===== config.mk =====
export PLATFORM = sky130hd
export DESIGN_NAME = rat_intr_ctrl_flat
export DESIGN_NICKNAME = d
export VERILOG_FILES = /design/src/rtl/rat_io_pkg.sv /design/src/rtl/rat_intr_ctrl_if.sv /design/src/rtl/rat_intr_ctrl_irq_sync_edge.sv /design/src/rtl/rat_intr_ctrl.sv /design/src/flat_wrapper.sv
export SDC_FILE = /design/constraint.sdc
export NUM_CORES = 1
export LEC_CHECK = 0
export CAP_MARGIN = 20
export CORE_UTILIZATION = 55
export DETAILED_ROUTE_END_ITERATION = 16
export GPL_TIMING_DRIVEN = 0
export PLACE_DENSITY = 0.83
export SLEW_MARGIN = 15
export SYNTH_ARGS = -nofsm -noshare
export SYNTH_HDL_FRONTEND = slang
export SYNTH_SLANG_ARGS = --single-unit

===== constraint.sdc =====
create_clock -name CLK -period 5.2 [get_ports CLK]
set_input_delay 1.3 -clock CLK [delete_from_list [all_inputs] [get_ports CLK]]
set_output_delay 1.3 -clock CLK [all_outputs]
set_load 0.01 [all_outputs]

===== src/rtl/rat_io_pkg.sv =====
// Shared constants for the RAT interrupt controller: register offsets,
// the "no source pending" ID, and the priority-encoder helper.
package rat_io_pkg;

   localparam logic [1:0] OFS_MASK = 2'd0;
   localparam logic [1:0] OFS_PEND = 2'd1;
   localparam logic [1:0] OFS_MODE = 2'd2;
   localparam logic [1:0] OFS_ID   = 2'd3;

   localparam logic [7:0] ID_NONE  = 8'hFF;

   // Index of the lowest set bit, or ID_NONE when the vector is empty.
   function automatic logic [7:0] lowest_set_id(input logic [7:0] vec);
      lowest_set_id = ID_NONE;
      for (int i = 7; i >= 0; i--) begin
         if (vec[i]) lowest_set_id = 8'(i);
      end
   endfunction

endpackage


===== src/rtl/rat_intr_ctrl_if.sv =====
// RAT MCU I/O port bus as seen by a peripheral: address, write data and
// strobe from the MCU; read data and address-hit back to the IN_PORT mux.
interface rat_intr_ctrl_if;

   logic [7:0] PORT_ID;
   logic [7:0] OUT_PORT;
   logic       IO_STRB;
   logic [7:0] IN_PORT;
   logic       RD_HIT;

   modport master (
      output PORT_ID, OUT_PORT, IO_STRB,
      input  IN_PORT, RD_HIT
   );

   modport slave (
      input  PORT_ID, OUT_PORT, IO_STRB,
      output IN_PORT, RD_HIT
   );

endinterface


===== src/rtl/rat_intr_ctrl_irq_sync_edge.sv =====
// Per-bit multi-flop synchroniser for asynchronous request lines, followed
// by one extra flop so a synchronised rising edge can be detected.
module irq_sync_edge #(
   parameter int WIDTH       = 8,
   parameter int SYNC_STAGES = 2
) (
   input  logic             CLK,
   input  logic             RESET_N,
   input  logic [WIDTH-1:0] irq_i,
   output logic [WIDTH-1:0] s_o,
   output logic [WIDTH-1:0] rise_o
);

   logic [SYNC_STAGES-1:0][WIDTH-1:0] sync_q;
   logic [WIDTH-1:0]                  edge_q;

   // NOTE: sequential state uses non-blocking assignments so every flop
   // samples the pre-edge value of its neighbour, giving a true shift chain.
   always_ff @(posedge CLK or negedge RESET_N) begin
      if (!RESET_N) begin
         sync_q <= '0;
         edge_q <= '0;
      end else begin
         sync_q <= {sync_q[SYNC_STAGES-2:0], irq_i};
         edge_q <= sync_q[SYNC_STAGES-1];
      end
   end

   assign s_o    = sync_q[SYNC_STAGES-1];
   assign rise_o = sync_q[SYNC_STAGES-1] & ~edge_q;

endmodule


===== src/rtl/rat_intr_ctrl.sv =====
// Interrupt controller for the RAT MCU: pends up to 8 synchronised sources in
// edge or level mode, masks them, and drives a registered combined INTR.
module rat_intr_ctrl
   import rat_io_pkg::*;
#(
   parameter logic [7:0] BASE_ADDR   = 8'h20,
   parameter int         N_SRC       = 8,
   parameter int         SYNC_STAGES = 2
) (
   input  logic             CLK,
   input  logic             RESET_N,
   input  logic [N_SRC-1:0] IRQ_SRC,
   rat_intr_ctrl_if.slave   bus,
   output logic             INTR
);

   localparam logic [7:0] SRC_MASK = 8'((1 << N_SRC) - 1);

   logic [N_SRC-1:0] s, rise;
   logic [7:0]       s_ext, rise_ext, set_vec, clr_vec;
   logic [7:0]       addr_diff;
   logic [1:0]       ofs;
   logic             hit, wr_en;
   logic [7:0]       mask_q, mode_q, pend_q, pend_d;
   logic             intr_q;
   logic [7:0]       rd_data;

   irq_sync_edge #(
      .WIDTH       (N_SRC),
      .SYNC_STAGES (SYNC_STAGES)
   ) u_sync (
      .CLK     (CLK),
      .RESET_N (RESET_N),
      .irq_i   (IRQ_SRC),
      .s_o     (s),
      .rise_o  (rise)
   );

   // Offset arithmetic lets BASE_ADDR sit on any address, not just 4-aligned.
   assign addr_diff = bus.PORT_ID - BASE_ADDR;
   assign ofs       = addr_diff[1:0];
   assign hit       = (addr_diff[7:2] == 6'd0);
   assign wr_en     = bus.IO_STRB & hit;

   assign s_ext    = 8'(s);
   assign rise_ext = 8'(rise);
   assign set_vec  = ((mode_q & rise_ext) | (~mode_q & s_ext)) & SRC_MASK;
   assign clr_vec  = (wr_en && ofs == OFS_PEND) ? bus.OUT_PORT : 8'h00;

   // Set is OR-ed in after the clear so a same-cycle request is never lost.
   assign pend_d = ((pend_q & ~clr_vec) | set_vec) & SRC_MASK;

   always_ff @(posedge CLK or negedge RESET_N) begin
      if (!RESET_N) begin
         mask_q <= 8'h00;
         mode_q <= 8'h00;
         pend_q <= 8'h00;
         intr_q <= 1'b0;
      end else begin
         if (wr_en && ofs == OFS_MASK) mask_q <= bus.OUT_PORT;
         if (wr_en && ofs == OFS_MODE) mode_q <= bus.OUT_PORT;
         pend_q <= pend_d;
         intr_q <= |(pend_q & mask_q);
      end
   end

   // NOTE: rd_data gets a default before the case so no path leaves it
   // unassigned, which would otherwise infer a latch.
   always_comb begin
      rd_data = 8'h00;
      if (hit) begin
         case (ofs)
            OFS_MASK: rd_data = mask_q;
            OFS_PEND: rd_data = pend_q;
            OFS_MODE: rd_data = mode_q;
            OFS_ID:   rd_data = lowest_set_id(pend_q & mask_q);
            default:  rd_data = 8'h00;
         endcase
      end
   end

   assign bus.IN_PORT = rd_data;
   assign bus.RD_HIT  = hit;
   assign INTR        = intr_q;

endmodule


===== src/flat_wrapper.sv =====
// flat-port wrapper written by rule: the top's interface ports become plain ports
module rat_intr_ctrl_flat import rat_io_pkg::*;
#(
   parameter logic [7:0] BASE_ADDR   = 8'h20,
   parameter int         N_SRC       = 8,
   parameter int         SYNC_STAGES = 2
)
  (CLK, RESET_N, IRQ_SRC, INTR, bus_PORT_ID, bus_OUT_PORT, bus_IO_STRB, bus_IN_PORT, bus_RD_HIT);
  rat_intr_ctrl_if bus_i ();
  input  logic CLK;
  input  logic RESET_N;
  input  logic [N_SRC-1:0] IRQ_SRC;
  output logic INTR;
  input wire logic [$bits(bus_i.PORT_ID)-1:0] bus_PORT_ID;
  input wire logic [$bits(bus_i.OUT_PORT)-1:0] bus_OUT_PORT;
  input wire logic [$bits(bus_i.IO_STRB)-1:0] bus_IO_STRB;
  output wire logic [$bits(bus_i.IN_PORT)-1:0] bus_IN_PORT;
  output wire logic [$bits(bus_i.RD_HIT)-1:0] bus_RD_HIT;
  assign bus_i.PORT_ID = bus_PORT_ID;
  assign bus_i.OUT_PORT = bus_OUT_PORT;
  assign bus_i.IO_STRB = bus_IO_STRB;
  assign bus_IN_PORT = bus_i.IN_PORT;
  assign bus_RD_HIT = bus_i.RD_HIT;
  rat_intr_ctrl #(.BASE_ADDR(BASE_ADDR), .N_SRC(N_SRC), .SYNC_STAGES(SYNC_STAGES)) u_core (.CLK(CLK), .RESET_N(RESET_N), .IRQ_SRC(IRQ_SRC), .bus(bus_i), .INTR(INTR));
endmodule

==> summary.md <==
| Metric | Value |
|---|---|
| Slew @ Worst Pin | approximately 0.6 ns |
| Layout cell share with drive strength beyond 1 | 0.2189 |
| Crit path capture type | output pin |
| Mapped Area | 2078 um2 |
| Effective utilization at floorplan | 0.5992 |
| DP Wirelength | 2873 um |
| Final Cycle Share | 0.9772 |
| WHS | approximately 0.35 ns |
| Clock Skew | 0.005523 ns |
| Peak supply drop | 0.0001959 V |
| Diodes inserted | 0 |
| IO Count | 37 |
| Yosys cell types | 33 |
| WL/cell | 17.04 um |
| GR Util All Layers | 0.2421 |
| R2r setup slk | around 4.2 ns |
| Finished Layout Cells | between 200 and 250 |
| DR pass1 iterations | 4 |
| GP Congestion | between 0.9 and 1 |
| Ys async rst share | 1.000 |
| Core Area | approximately 3500 um2 |
| CTS resizes | 0 |
| Grt ovf | 0 |
| Clk slew on worst S/H paths | 0.09 ns |
| Crit-path cells | clkdlybuf4s50_1 -> inv_1 -> ha_1 -> or4b_4 -> nor3_2 -> buf_6 -> o221a_2 -> clkdlybuf4s50_1 |
| Power Dens Cells | around 310 nW/um2 |
| Die H | 63.47 um |
| Post-Syn Nets | 185 |
| Worst hold path depth | 0 |
| Post-synth EDFFs | 0 |
| Vias per cell | 5.866 |
| Synth top area cells | dfrtp_1 (59%), mux2_4 (5.8%), mux2_2 (4.3%), nand2_1 (4.0%), o221a_2 (3.8%) |
| Largest net degree at the start of global routing | 33 |
| Unrepaired setup endpoints after global routing | no |
| Worst r2r src | u_core.pend_q[3]$_DFF_PN0_ |
| Port bufs | 35 |
| Synth warn | 0 |
| Crit path top cell by count | clkdlybuf4s50_1 |
| #FFs+latches synth | 49 |
| WHS Endpoint | u_core.u_sync.s_o[7]$_DFF_PN0_ |
| Cell Area, Placed | 2501 um2 |
| Area fraction of the dominant cell type after synthesis | 0.5900 |
| H-tree depth | 2 |
| Reg-to-Reg End | u_core.INTR$_DFF_PN0_ |
| Placed cell count | 239 |
| Max-slew violations | 0 |
| F_max | 196.8 MHz |
| Gate Count Post-Synth | 157 |
| Slew headroom | 0.5894 |
| Total Wirelength | approximately 4200 um |
| Number of cells on the worst reg-to-reg path | 2 |
| Clock Latency Late Sink | 0.31 ns |
| DRT iter0 DRCs | ~110 |
| Outcome | finished, final reports clean |
| Post-synthesis sequential area ratio | 0.5900 |
| Post-Syn Area per Cell | 13.24 um2 |
| Layout area overhead | 26.97% |
| Top delay family on crit path | buffers and inverters |
| CP bufs+invs | 4 |
| Fin nets | 228 |
| CTS tree | built |
| Crit-path max cell delay | 0.54 ns |
| First-pass GRT wire length | 7238 um |
| Ys flop type | dfrtp_1 |
| Via count | 1449 |
| Root buf cell | clkbuf_8 |
| Tmin final | 5.081 ns |
| Vias in the first global route | about 1600 |
| Final Power | between 0.0008 and 0.0009 W |
| # hold bufs at CTS | 0 |
| Post-CTS setup buffer count | 0 |
| CP required | approximately 3.9 ns |
| Die ar. | 4028 um2 |
| WP data arrival | 3.78 ns |
| Setup TNS | 0 ns |
| Cell accounting for the most synthesized area | dfrtp_1 |
| HP Class | reg2reg |
| Num CTS Buffers | 5 |
| Die Width | 63.47 um |
| Post-DRT Antenna Nets | 0 |
| Static leakage | 1.087 nW |
| Sequential Area | 1226 um2 |
| Final hold viol count | 0 |
| WS Path Type | in2out |
| HP Start | u_core.u_sync.sync_q[7]$_DFF_PN0_ |
| Startpoint Class | primary input |
| Crit-path max FO | 10 |
| DR DRC count | 0 |
| Final Cell Area | 2639 um2 |
| Fillcell total | 233 |
| Slowest stage cell, crit path | clkdlybuf4s50_1 |
| Multi-input logic area | 790.8 um2 |
| Final Setup Violations | 0 |
| Row count | 21 |
| Initial antenna violation count | 0 |
| Max-cap violation count | 0 |
| Clk buf depth | 2 |
| Sink Count | 49 |
layout make-up:
cell class                 instances  area share
clock buffer                       5     0.02608
buffer                             7     0.02039
clock inverter                     3     0.02608
sequential                        49      0.4647
inverter                           2    0.002845
multi-input combinational         99      0.2997
tap                               46     0.02181
timing repair buffer              36      0.1385
cells in the final DEF (no fill, tap or decap), types with 2 or more instances in the layout:
cell type / instances
clkbuf_8: 5
a21oi_1: 8
bufinv_16: 2
mux2_4: 8
nand2b_1: 7
and2_1: 2
nand2_1: 22
buf_12: 2
a22oi_1: 4
clkbuf_1: 4
dfrtp_1: 49
nor2_1: 2
mux2_2: 8
clkdlybuf4s50_1: 34
nor2b_1: 7
o221a_2: 7
inv_1: 2
a22o_1: 8
cells by family after synthesis:
group	after synthesis	share of synthesized area
simple gates	49	0.1373
flops	49	0.5900
compound gates	31	0.1210
mux	17	0.1120
buf+inv	9	0.02950
xor+xnor	1	0.004215
fa+ha+maj	1	0.006020
worst max-delay path by stage:
stage,startpoint,end,slack [ns],depth (start not counted)
floorplan,bus_PORT_ID[5],bus_IN_PORT[0],1.23,6
global placement,bus_PORT_ID[5],bus_IN_PORT[4],0.20,8
detailed placement,bus_PORT_ID[5],bus_IN_PORT[4],0.15,8
CTS,bus_PORT_ID[5],bus_IN_PORT[4],0.13,8
global route,bus_PORT_ID[5],bus_IN_PORT[4],0.02,8
finish,bus_PORT_ID[5],bus_IN_PORT[4],0.12,8
through the flow:
step,util,setup WS (ns)
floorplan,-,1.232
global placement,0.7168,0.2008
detailed placement,0.7211,0.1501
CTS,0.7608,0.1329
global route,0.7608,0.02350
finish,0.7608,0.1187
routing by layer:
layer,routed length (um),track usage,up-vias
met5,0,0,-
met4,79,0.1193,0
met3,259,0.06703,8
met2,2122,0.3870,63
met1,1748,0.3017,726
li1,-,-,652
state kept, by name, summed over array words and instances (netlist names):
name,cells
u_core.mask_q,8
u_core.mode_q,8
u_core.pend_q,8
u_core.u_sync.edge_q,8
u_core.u_sync.s_o,8
u_core.u_sync.sync_q,8
u_core.INTR,1
cell usage after synthesis, types with 2 or more instances:
library cell and n:
dfrtp_1 49, nand2_1 22, a21oi_1 8, a22o_1 8
mux2_2 8, mux2_4 8, nand2b_1 7, nor2b_1 7
o221a_2 7, a22oi_1 4, clkbuf_1 4, and2_1 2
inv_1 2, nor2_1 2
power by group:
group	total [W]	leakage (nW)	internal (W)	switching, W
combinational	0.0000783	0.435	0.0000439	0.0000344
clock	0.000322	0.0687	0.000193	0.000129
sequential	0.000411	0.583	0.000400	0.0000112
Note: power is estimated with default switching activity, not from simulation.
